===== config.mk =====
export PLATFORM = sky130hd
export DESIGN_NAME = mux4_rr_arbiter_flat
export DESIGN_NICKNAME = d
export VERILOG_FILES = /design/src/rtl/mux4_rr_arbiter_pkg.sv /design/src/rtl/mux4_rr_arbiter_if.sv /design/src/rtl/mux4_rr_arbiter_rr_pick4.sv /design/src/rtl/mux4_rr_arbiter.sv /design/src/flat_wrapper.sv
export SDC_FILE = /design/constraint.sdc
export NUM_CORES = 1
export LEC_CHECK = 0
export BUFFER_PORTS_ARGS = -buffer_cell sky130_fd_sc_hd__buf_2
export CORE_MARGIN = 8
export CORE_UTILIZATION = 50
export DETAILED_ROUTE_END_ITERATION = 7
export PLACE_DENSITY = 0.82
export SKIP_CTS_REPAIR_TIMING = 1
export SLEW_MARGIN = 20
export SYNTH_ARGS = -nofsm -noshare
export SYNTH_HDL_FRONTEND = slang
export SYNTH_HIERARCHICAL = 1
export SYNTH_SLANG_ARGS = --single-unit

===== constraint.sdc =====
create_clock -name clk -period 3.85 [get_ports clk]
set_input_delay 0.385 -clock clk [delete_from_list [all_inputs] [get_ports clk]]
set_output_delay 0.385 -clock clk [all_outputs]
set_load 0.05 [all_outputs]

===== src/rtl/mux4_rr_arbiter_pkg.sv =====
// Shared types and helpers for the four-requester round-robin arbiter that
// steers mux4_registered.
package mux4_arb_pkg;

  localparam int NUM_REQ = 4;
  localparam int IDX_W   = $clog2(NUM_REQ);

  typedef logic [IDX_W-1:0]   req_idx_t;
  typedef logic [NUM_REQ-1:0] req_vec_t;

  typedef enum logic {
    IDLE = 1'b0,
    LOCK = 1'b1
  } arb_state_e;

  // The index is exactly two bits wide, so the increment wraps 3 -> 0 by itself.
  function automatic req_idx_t rr_next(input req_idx_t ptr);
    return ptr + req_idx_t'(1);
  endfunction

  function automatic req_vec_t idx_onehot(input req_idx_t idx);
    return req_vec_t'(1) << idx;
  endfunction

endpackage


===== src/rtl/mux4_rr_arbiter_if.sv =====
// Request/ack/select bundle between the requesters, the arbiter and the
// downstream consumer of the registered mux output.
interface mux4_rr_arbiter_if;
  import mux4_arb_pkg::*;

  req_vec_t req;
  logic     out_ready;
  req_idx_t sel;
  req_vec_t ack;
  logic     out_valid;
  req_idx_t out_src;

  // Arbiter side.
  modport master (
    input  req,
    input  out_ready,
    output sel,
    output ack,
    output out_valid,
    output out_src
  );

  // Requester and downstream side.
  modport slave (
    output req,
    output out_ready,
    input  sel,
    input  ack,
    input  out_valid,
    input  out_src
  );

endinterface


===== src/rtl/mux4_rr_arbiter_rr_pick4.sv =====
// Rotating-priority picker: the first asserted request at or after ptr,
// searching upward and wrapping from 3 to 0.
module rr_pick4
  import mux4_arb_pkg::*;
(
  input  req_vec_t req_i,
  input  req_idx_t ptr_i,
  output req_idx_t winner_o,
  output logic     any_o
);

  req_idx_t idx;

  always_comb begin
    // NOTE: every output of a combinational block gets a value before any
    // branch. Otherwise an unassigned path infers a latch.
    winner_o = ptr_i;
    any_o    = |req_i;
    idx      = ptr_i;
    // The search runs from the farthest offset back to ptr itself, so the
    // nearest asserted request is the last one written and wins.
    for (int k = NUM_REQ - 1; k >= 0; k--) begin
      idx = ptr_i + req_idx_t'(k);
      if (req_i[idx]) begin
        winner_o = idx;
      end
    end
  end

endmodule


===== src/rtl/mux4_rr_arbiter.sv =====
// Round-robin arbiter with bounded burst locking. It drives the mux4_registered
// select and tags the registered output with valid and source.
module mux4_rr_arbiter
  import mux4_arb_pkg::*;
#(
  parameter  int BURST = 4,
  localparam int CNT_W = $clog2(BURST + 1)
) (
  input  logic                   clk,
  input  logic                   rst,
  mux4_rr_arbiter_if.master      bus
);

  localparam logic [CNT_W-1:0] BURST_C = CNT_W'(BURST);
  localparam logic [CNT_W-1:0] ONE_C   = CNT_W'(1);

  arb_state_e       state_q, state_d;
  req_idx_t         ptr_q, ptr_d;
  req_idx_t         owner_q, owner_d;
  logic [CNT_W-1:0] cnt_q, cnt_d;
  logic [CNT_W-1:0] cnt_inc;
  logic             out_valid_q;
  req_idx_t         out_src_q;

  req_idx_t         winner;
  logic             any_req;
  req_vec_t         ack_c;
  req_idx_t         sel_c;

  rr_pick4 u_pick (
    .req_i    (bus.req),
    .ptr_i    (ptr_q),
    .winner_o (winner),
    .any_o    (any_req)
  );

  assign cnt_inc = cnt_q + ONE_C;

  always_comb begin
    state_d = state_q;
    ptr_d   = ptr_q;
    owner_d = owner_q;
    cnt_d   = cnt_q;
    ack_c   = '0;
    sel_c   = ptr_q;

    if (!rst) begin
      sel_c = '0;
    end else begin
      unique case (state_q)
        IDLE: begin
          if (bus.out_ready && any_req) begin
            ack_c = idx_onehot(winner);
            sel_c = winner;
            if (BURST == 1) begin
              ptr_d = rr_next(winner);
            end else begin
              state_d = LOCK;
              owner_d = winner;
              cnt_d   = ONE_C;
            end
          end
        end

        LOCK: begin
          sel_c = owner_q;
          if (!bus.req[owner_q]) begin
            // The owner has gone quiet. Spend one bubble cycle, then rotate past it.
            state_d = IDLE;
            ptr_d   = rr_next(owner_q);
          end else if (bus.out_ready) begin
            ack_c = idx_onehot(owner_q);
            cnt_d = cnt_inc;
            if (cnt_inc == BURST_C) begin
              state_d = IDLE;
              ptr_d   = rr_next(owner_q);
            end
          end
          // While the owner requests but out_ready is low, the lock stalls in place.
        end

        default: begin
          state_d = IDLE;
        end
      endcase
    end
  end

  // NOTE: state registers use non-blocking assignments, so every flop samples
  // the values from before the edge, whatever the statement order.
  always_ff @(posedge clk or negedge rst) begin
    if (!rst) begin
      state_q     <= IDLE;
      ptr_q       <= '0;
      owner_q     <= '0;
      cnt_q       <= '0;
      out_valid_q <= 1'b0;
      out_src_q   <= '0;
    end else begin
      state_q     <= state_d;
      ptr_q       <= ptr_d;
      owner_q     <= owner_d;
      cnt_q       <= cnt_d;
      out_valid_q <= |ack_c;
      out_src_q   <= sel_c;
    end
  end

  assign bus.ack       = ack_c;
  assign bus.sel       = sel_c;
  assign bus.out_valid = out_valid_q;
  assign bus.out_src   = out_src_q;

  ack_onehot_a : assert property (@(posedge clk) disable iff (!rst)
    $onehot0(ack_c));

  ack_legal_a : assert property (@(posedge clk) disable iff (!rst)
    (ack_c != '0) |-> ((ack_c == idx_onehot(sel_c)) && ((ack_c & ~bus.req) == '0)));

  cnt_bound_a : assert property (@(posedge clk) disable iff (!rst)
    cnt_q <= BURST_C);

endmodule


===== src/flat_wrapper.sv =====
// flat-port wrapper written by rule: the top's interface ports become plain ports
module mux4_rr_arbiter_flat import mux4_arb_pkg::*;
#(
  parameter  int BURST = 4,
  localparam int CNT_W = $clog2(BURST + 1)
)
  (clk, rst, bus_req, bus_out_ready, bus_sel, bus_ack, bus_out_valid, bus_out_src);
  mux4_rr_arbiter_if bus_i ();
  input  logic clk;
  input  logic rst;
  input wire logic [$bits(bus_i.req)-1:0] bus_req;
  input wire logic [$bits(bus_i.out_ready)-1:0] bus_out_ready;
  output wire logic [$bits(bus_i.sel)-1:0] bus_sel;
  output wire logic [$bits(bus_i.ack)-1:0] bus_ack;
  output wire logic [$bits(bus_i.out_valid)-1:0] bus_out_valid;
  output wire logic [$bits(bus_i.out_src)-1:0] bus_out_src;
  assign bus_i.req = bus_req;
  assign bus_i.out_ready = bus_out_ready;
  assign bus_sel = bus_i.sel;
  assign bus_ack = bus_i.ack;
  assign bus_out_valid = bus_i.out_valid;
  assign bus_out_src = bus_i.out_src;
  mux4_rr_arbiter #(.BURST(BURST)) u_core (.clk(clk), .rst(rst), .bus(bus_i));
endmodule

==> results by group, run 1 <==
Run status
  – Outcome: completed

Clock network
  – TritonCTS buffer count: 3
  – Clk sink count: 11
  – Clock slew at reported path FFs: around 70 ps
  – Clock root cell: clkbuf_4
  – CTS Buffer Depth: 2
  – Clk Latency, worst-skew pair: ~270 ps
  – TritonCTS clock tree: built
  – H-tree level count: 1

Layout
  – Share of cells above drive strength 1: about a quarter
  – Final Non-Filler Cells: 118
  – N_diodes: 0
  – FILL cells: between 100 and 150
  – Syn-to-layout area delta: 13.21%
  – NumNets Final: 116

Setup path
  – WP data arrival: 2190 ps
  – Buf/Inv on CP: 1
  – Reg2reg start: u_core/ptr_q[0]$_DFFE_PN0P_
  – Critical Path Sink: bus_sel[1]
  – CP Depth: 7
  – Worst Reg-to-Reg Cells: 6
  – Reg2Reg Setup Slack: 2130 ps
  – Slowest CP cell: or4_1
  – Critical-path cell list: and2b_2 -> or4_1 -> nand2_1 -> mux2i_1 -> o21ai_0 -> and2_1 -> buf_2
  – CP Launch Type: flip-flop
  – Crit path max-delay family: simple AND/OR/NAND/NOR gates
  – Critical path class: reg -> out
  – Worst-path fanout max: 6
  – Reg-to-Reg End: u_core/bus.out_src[1]$_DFF_PN0_
  – CP endpoint kind: primary output
  – Required @ worst endpoint: roughly 3500 ps
  – Worst Setup SP: u_core/ptr_q[0]$_DFFE_PN0P_
  – CP peak stage delay: roughly 490 ps

Timing
  – Slew headroom: 74.70%
  – RSZ-0062 raised after global routing: no
  – Fmax: 388.2 MHz
  – Hold Slack: about 27 ps
  – Final setup fails: 0
  – Fin crit share: 66.92%
  – Worst-Margin Slew: 379.5 ps
  – Post-layout minimum cycle time: roughly 2600 ps
  – Clk_skew: about 7.1 ps
  – Max Slew Vio Count: 0
  – Final Hold Viols: 0
  – TNS Setup: 0 ps

Synth
  – Synthesized net count: around 100
  – Avg Inst Size Synth: 9.253 um2
  – Post-Synthesis Cells: 86
  – Synthesis-stage register bit count: 11
  – Synth top cells by count: dfrtp_1 (11), nand2_1 (10), o21ai_0 (7)
  – Seq/Total Area, Yosys: between 30% and 40%
  – Synth async-reset ratio: between 90% and 100%
  – Synth Flop Type: dfrtp_1
  – Top cell type's share of synthesized area: between 30% and 40%
  – Synthesized cell area: between 700 and 800 um2
  – Synthesis Warnings: 6
  – Cell taking the most area after synthesis: dfrtp_1
  – Synth top area cells: dfrtp_1 (35%), ha_1 (9.4%), mux2i_1 (7.5%), nand2_1 (4.7%), o21ai_0 (4.4%)
  – Most numerous cell in the Yosys netlist: dfrtp_1
  – EDFF count, synth: 0
  – Count of cell types in the netlist: 36

Pwr
  – Gate power share: ~55%
  – Power Internal: ~0.34 mW
  – Flop pwr share: approximately a third
  – Worst VDD drop: 0.4756 mV
  – Switching share of power: about 50%
  – Leakage: 0.4610 nW
  – PwrDens: 747.6 nW/um2
  – Clock power share: 11.3%
  – Switching pwr: ~0.34 mW

Die
  – IO Pins: 16
  – Rows: 14
  – Die Wd: 55.90 um
  – Area of the core: approximately 1500 um2
  – Area of the die: ~3100 um2
  – Die H: roughly 56 um
  – Starting Density: between 50 and 60%

Global route
  – Grt ovf: 0
  – Vias in the first global route: 685
  – Antenna violations before repair: 0
  – Gr usage total: 11.89%
  – First-pass GRT wire length: ~3000 um
  – Largest net degree at the start of global routing: 22

Detailed routing
  – DR vias/cell: 5.966
  – First drt pass iteration count: 4
  – Iter 0 DRT Violations: 29
  – DRT Wirelength: about 1800 um
  – DRC viols: 0
  – Antenna-violating nets left: 0
  – WL/cell: roughly 16 um
  – DR vias: about 700

Worst hold path
  – Worst Hold Class: in -> async

Place
  – Post-DP HPWL: ~1400 um
  – I/O Buffers: 15
  – Inst Count DP: between 100 and 150
  – Final RePlAce weighted congestion: around 0.85

Flow run
  – Max cap viols: 0
-- sequential cells by signal, indices dropped and copies added, names as in the netlist --
| register | flops |
|---|---|
| u_core/bus.out_src | 2 |
| u_core/bus.out_valid | 1 |
| u_core/cnt_q | 3 |
| u_core/owner_q | 2 |
| u_core/ptr_q | 2 |
| u_core/state_q | 1 |
-- worst reg2reg max path: stages, from the launching register on --
cell	delay, ps
dfrtp_1	390
and2b_2	220
or4_1	490
nand2_1	170
mux2i_1	100
o21ai_0	140
and2_1	150
-- cell usage in the layout (no fill, tap or decap), drive strengths merged, types with 2 or more instances in the layout --
cell	n
buf	15
dfrtp	11
nand2	10
o21ai	7
mux2i	6
ha	6
inv	4
nand4	4
nor2	4
clkbuf	4
and2b	3
nand3	2
nand3b	2
nor3	2
a21oi	2
mux2	2
and2	2
-- per-stage QoR --
stage	utilization (%)	cell area (um2)	setup WS [ps]	power [mW]
after global routing	59.80	900.9	1137	0.7265
final	59.80	900.9	1274	0.6735
after detailed placement	58.06	874.6	1445	0.5909
after CTS	59.80	900.9	1256	0.6731
after floorplan	-	795.8	1629	0.5084
after global placement	58.06	874.6	1482	0.5790
-- power groups by stage --
stage	Clock (mW)	Sequential (mW)	Combinational, mW
2_1_floorplan	0	0.247	0.261
3_3_place_gp	0	0.228	0.351
3_5_place_dp	0	0.229	0.362
4_1_cts	0.0792	0.227	0.367
5_1_grt	0.0847	0.238	0.404
6_report	0.0759	0.229	0.368
-- cells by family (layout without fill, tap and decap cells) --
group / Yosys count / after routing / synth area share [%]
multiplexers: 8 / 8 / 10.38
XOR/XNOR: 1 / 1 / 1.101
AND/OR/NAND/NOR: 34 / 34 / 24.06
AO/OA/AOI/OAI: 19 / 19 / 16.51
flip-flops: 11 / 11 / 34.59
buffers and inverters: 7 / 23 / 3.930
adder cells (fa/ha/maj): 6 / 6 / 9.434
-- per-layer routing --
metal  GRT usage [%]  share of wire (%)  vias up
met3           6.621                8.1        4
met2           18.75                 45       23
li1                -                  -      349
met5               0                  0        -
met4           4.467                1.9        0
met1           13.03                 45      328
-- worst min-delay path by stage --
stage	startpoint	to	slack, ps	depth (start not counted)
3_5_place_dp	rst	u_core/bus.out_src[0]$_DFF_PN0_	320	1
4_1_cts	rst	u_core/bus.out_src[0]$_DFF_PN0_	30	1
6_report	rst	u_core/state_q$_DFFE_PN0P_	30	1
2_1_floorplan	rst	u_core/bus.out_src[0]$_DFF_PN0_	90	0
3_3_place_gp	rst	u_core/bus.out_src[1]$_DFF_PN0_	320	1
5_1_grt	rst	u_core/bus.out_src[0]$_DFF_PN0_	40	1
-- cell type report --
cell class	instances	area [um2]	area share, %
multi-input combinational	68	489.2	54.31
sequential	11	275.3	30.56
timing repair buffer	15	75.07	8.333
clock buffer	4	26.28	2.917
tap	16	20.02	2.222
inverter	4	15.01	1.667
Note: power is estimated with default switching activity, not from simulation.
==> inputs of run 2 (changes only) <==
- clock period: 3.85 -> 2.7 ns (I/O delays scaled with it)
==> results by group, run 2 (same netlist as run 1, synthesis figures left out) <==
Setup path
  – Reg2Reg Setup Slack: 950 ps (-1180 ps)
  – Critical path class: reg -> out
  – Worst Reg-to-Reg Cells: 6 (unchanged)
  – Crit path max-delay family: simple AND/OR/NAND/NOR gates
  – CP Launch Type: flip-flop
  – Slowest CP cell: or4_1
  – CP peak stage delay: 500 ps (about the same)
  – Buf/Inv on CP: 1 (unchanged)
  – Required @ worst endpoint: 2430 ps (-1030 ps)
  – Reg-to-Reg End: u_core/bus.out_src[1]$_DFF_PN0_
  – Worst-path fanout max: 6 (unchanged)
  – Reg2reg start: u_core/ptr_q[0]$_DFFE_PN0P_
  – Critical-path cell list: and2b_2 -> or4_1 -> nand2_1 -> mux2i_1 -> o21ai_0 -> and2_1 -> buf_2
  – CP endpoint kind: primary output
  – WP data arrival: 2210 ps (+20 ps)

Global route
  – Grt ovf: 0 (unchanged)
  – First-pass GRT wire length: 2925 um (-5.2%)
  – Largest net degree at the start of global routing: 22 (unchanged)
  – Gr usage total: 11.47% (-0.43 points)
  – Antenna violations before repair: 0 (unchanged)
  – Vias in the first global route: 668 (-2.5%)

Place
  – Post-DP HPWL: 1363 um (-1.1%)
  – Worst slack, placed: 511.8 ps (-932.8 ps)
  – I/O Buffers: 15 (unchanged)
  – Final RePlAce weighted congestion: 0.8443 (-0.87%)

Detailed routing
  – First drt pass iteration count: 4 (unchanged)
  – WL/cell: 14.86 um (-4.4%)
  – Antenna-violating nets left: 0 (unchanged)
  – DRT Wirelength: 1768 um (-3.6%)
  – DR vias/cell: 6.017 (+0.85%)
  – DR vias: 716 (+1.7%)
  – Iter 0 DRT Violations: 14 (-52%)
  – DRC viols: 0 (unchanged)

Layout
  – FILL cells: 130 (+7.4%)
  – N_diodes: 0 (unchanged)
  – Syn-to-layout area delta: 14.47%
  – Largest register FFs: 3 (unchanged)
  – Biggest register: u_core/cnt_q
  – Most frequent cells in the layout: buf_2 (15), dfrtp_1 (11), nand2_1 (10)
  – Share of cells above drive strength 1: 23.30% (-0.23 points)
  – Commonest non-fill, non-tap cell in the layout: buf_2
  – NumNets Final: 117 (+0.86%)

Timing
  – TNS Setup: 0 ps (unchanged)
  – Final Hold Viols: 0 (unchanged)
  – Post-layout minimum cycle time: 2483 ps
  – Final setup margin: 216.5 ps (-1057 ps)
  – Final setup fails: 0 (unchanged)
  – Fin crit share: approximately nine tenths
  – Clk_skew: 2.598 ps (-4.510 ps)
  – Worst-Margin Slew: 395.7 ps (+16.23 ps)
  – Slew headroom: 73.62% (-1.1 points)
  – Max Slew Vio Count: 0 (unchanged)
  – RSZ-0062 raised after global routing: no
  – Fmax: between 400 and 500 MHz
  – Hold Slack: 321.8 ps (+294.5 ps)

Worst hold path
  – Hold wc startpoint: bus_out_ready
  – Hold EP: u_core/state_q$_DFFE_PN0P_
  – Hold Path Stages: 3
  – Worst Hold Class: in -> reg

Clock network
  – TritonCTS buffer count: 3 (unchanged)
  – Clock slew at reported path FFs: 60 ps (about the same)
  – Clk Latency, worst-skew pair: 260 ps (about the same)
  – H-tree level count: 1 (unchanged)
  – Clk sink count: 11 (unchanged)
  – CTS Buffer Depth: 2 (unchanged)
  – Clock root cell: clkbuf_4
  – TritonCTS clock tree: built

Die
  – Die H: 55.90 um (unchanged)
  – IO Pins: 16 (unchanged)
  – Area of the core: 1506 um2 (unchanged)
  – Starting Density: 52.82% (unchanged)
  – Area of the die: 3124 um2 (unchanged)
  – Rows: 14 (unchanged)
  – Die Wd: 55.90 um (unchanged)

Pwr
  – Leakage: 0.4651 nW (+0.91%)
  – Worst VDD drop: 0.5734 mV (+21%)
  – PwrDens: 1042 nW/um2 (+39%)
  – Total power: 0.9489 mW (+41%)

Flow run
  – Max cap viols: 0 (unchanged)

Run status
  – Outcome: completed
run 2: worst max-delay path by stage:
stage,endpoint,startpoint,cells after the start
3_3_place_gp,bus_sel[1],u_core/ptr_q[1]$_DFFE_PN0P_,7
4_1_cts,bus_sel[1],u_core/ptr_q[0]$_DFFE_PN0P_,7
6_report,bus_sel[1],u_core/ptr_q[0]$_DFFE_PN0P_,7
2_1_floorplan,bus_sel[1],u_core/ptr_q[0]$_DFFE_PN0P_,6
3_5_place_dp,bus_sel[1],u_core/ptr_q[0]$_DFFE_PN0P_,7
5_1_grt,bus_ack[1],rst,7
run 2: worst register-to-register path, cell delays in order, from the launching register on:
cell and delay [ps]:
dfrtp_1 400, and2b_2 220, or4_1 500, nand2_1 180
mux2i_1 100, o21ai_0 130, and2_1 150
run 2: routing by layer:
metal / global-route usage, % / wire length [um]
met2: 18.27 / 809
met1: 12.34 / 786
met3: 5.936 / 136
met5: 0 / 0
met4: 5.155 / 36
run 2: cell type report:
cell class	instances	area, um2	share of cell area (%)
multi-input cells	68	489.2	53.71
inverters	4	15.01	1.648
repair buffers	16	85.08	9.341
clock buffers	4	26.28	2.885
well taps	16	20.02	2.198
flip-flops and latches	11	275.3	30.22
run 2: power breakdown:
| group | leakage, nW | switching, mW | total [mW] | internal, mW |
|---|---|---|---|---|
| Combinational | 0.318 | 0.325 | 0.511 | 0.186 |
| Clock | 0.0150 | 0.0509 | 0.108 | 0.0572 |
| Sequential | 0.132 | 0.0952 | 0.330 | 0.235 |
| Total | 0.465 | 0.471 | 0.949 | 0.478 |
run 2: metrics by stage:
stage	cells	cell area, um2	util (%)
2_1_floorplan	86	795.8	-
3_3_place_gp	114	874.6	58.06
3_5_place_dp	114	874.6	58.06
4_1_cts	118	900.9	59.80
5_1_grt	119	910.9	60.47
6_report	119	910.9	60.47
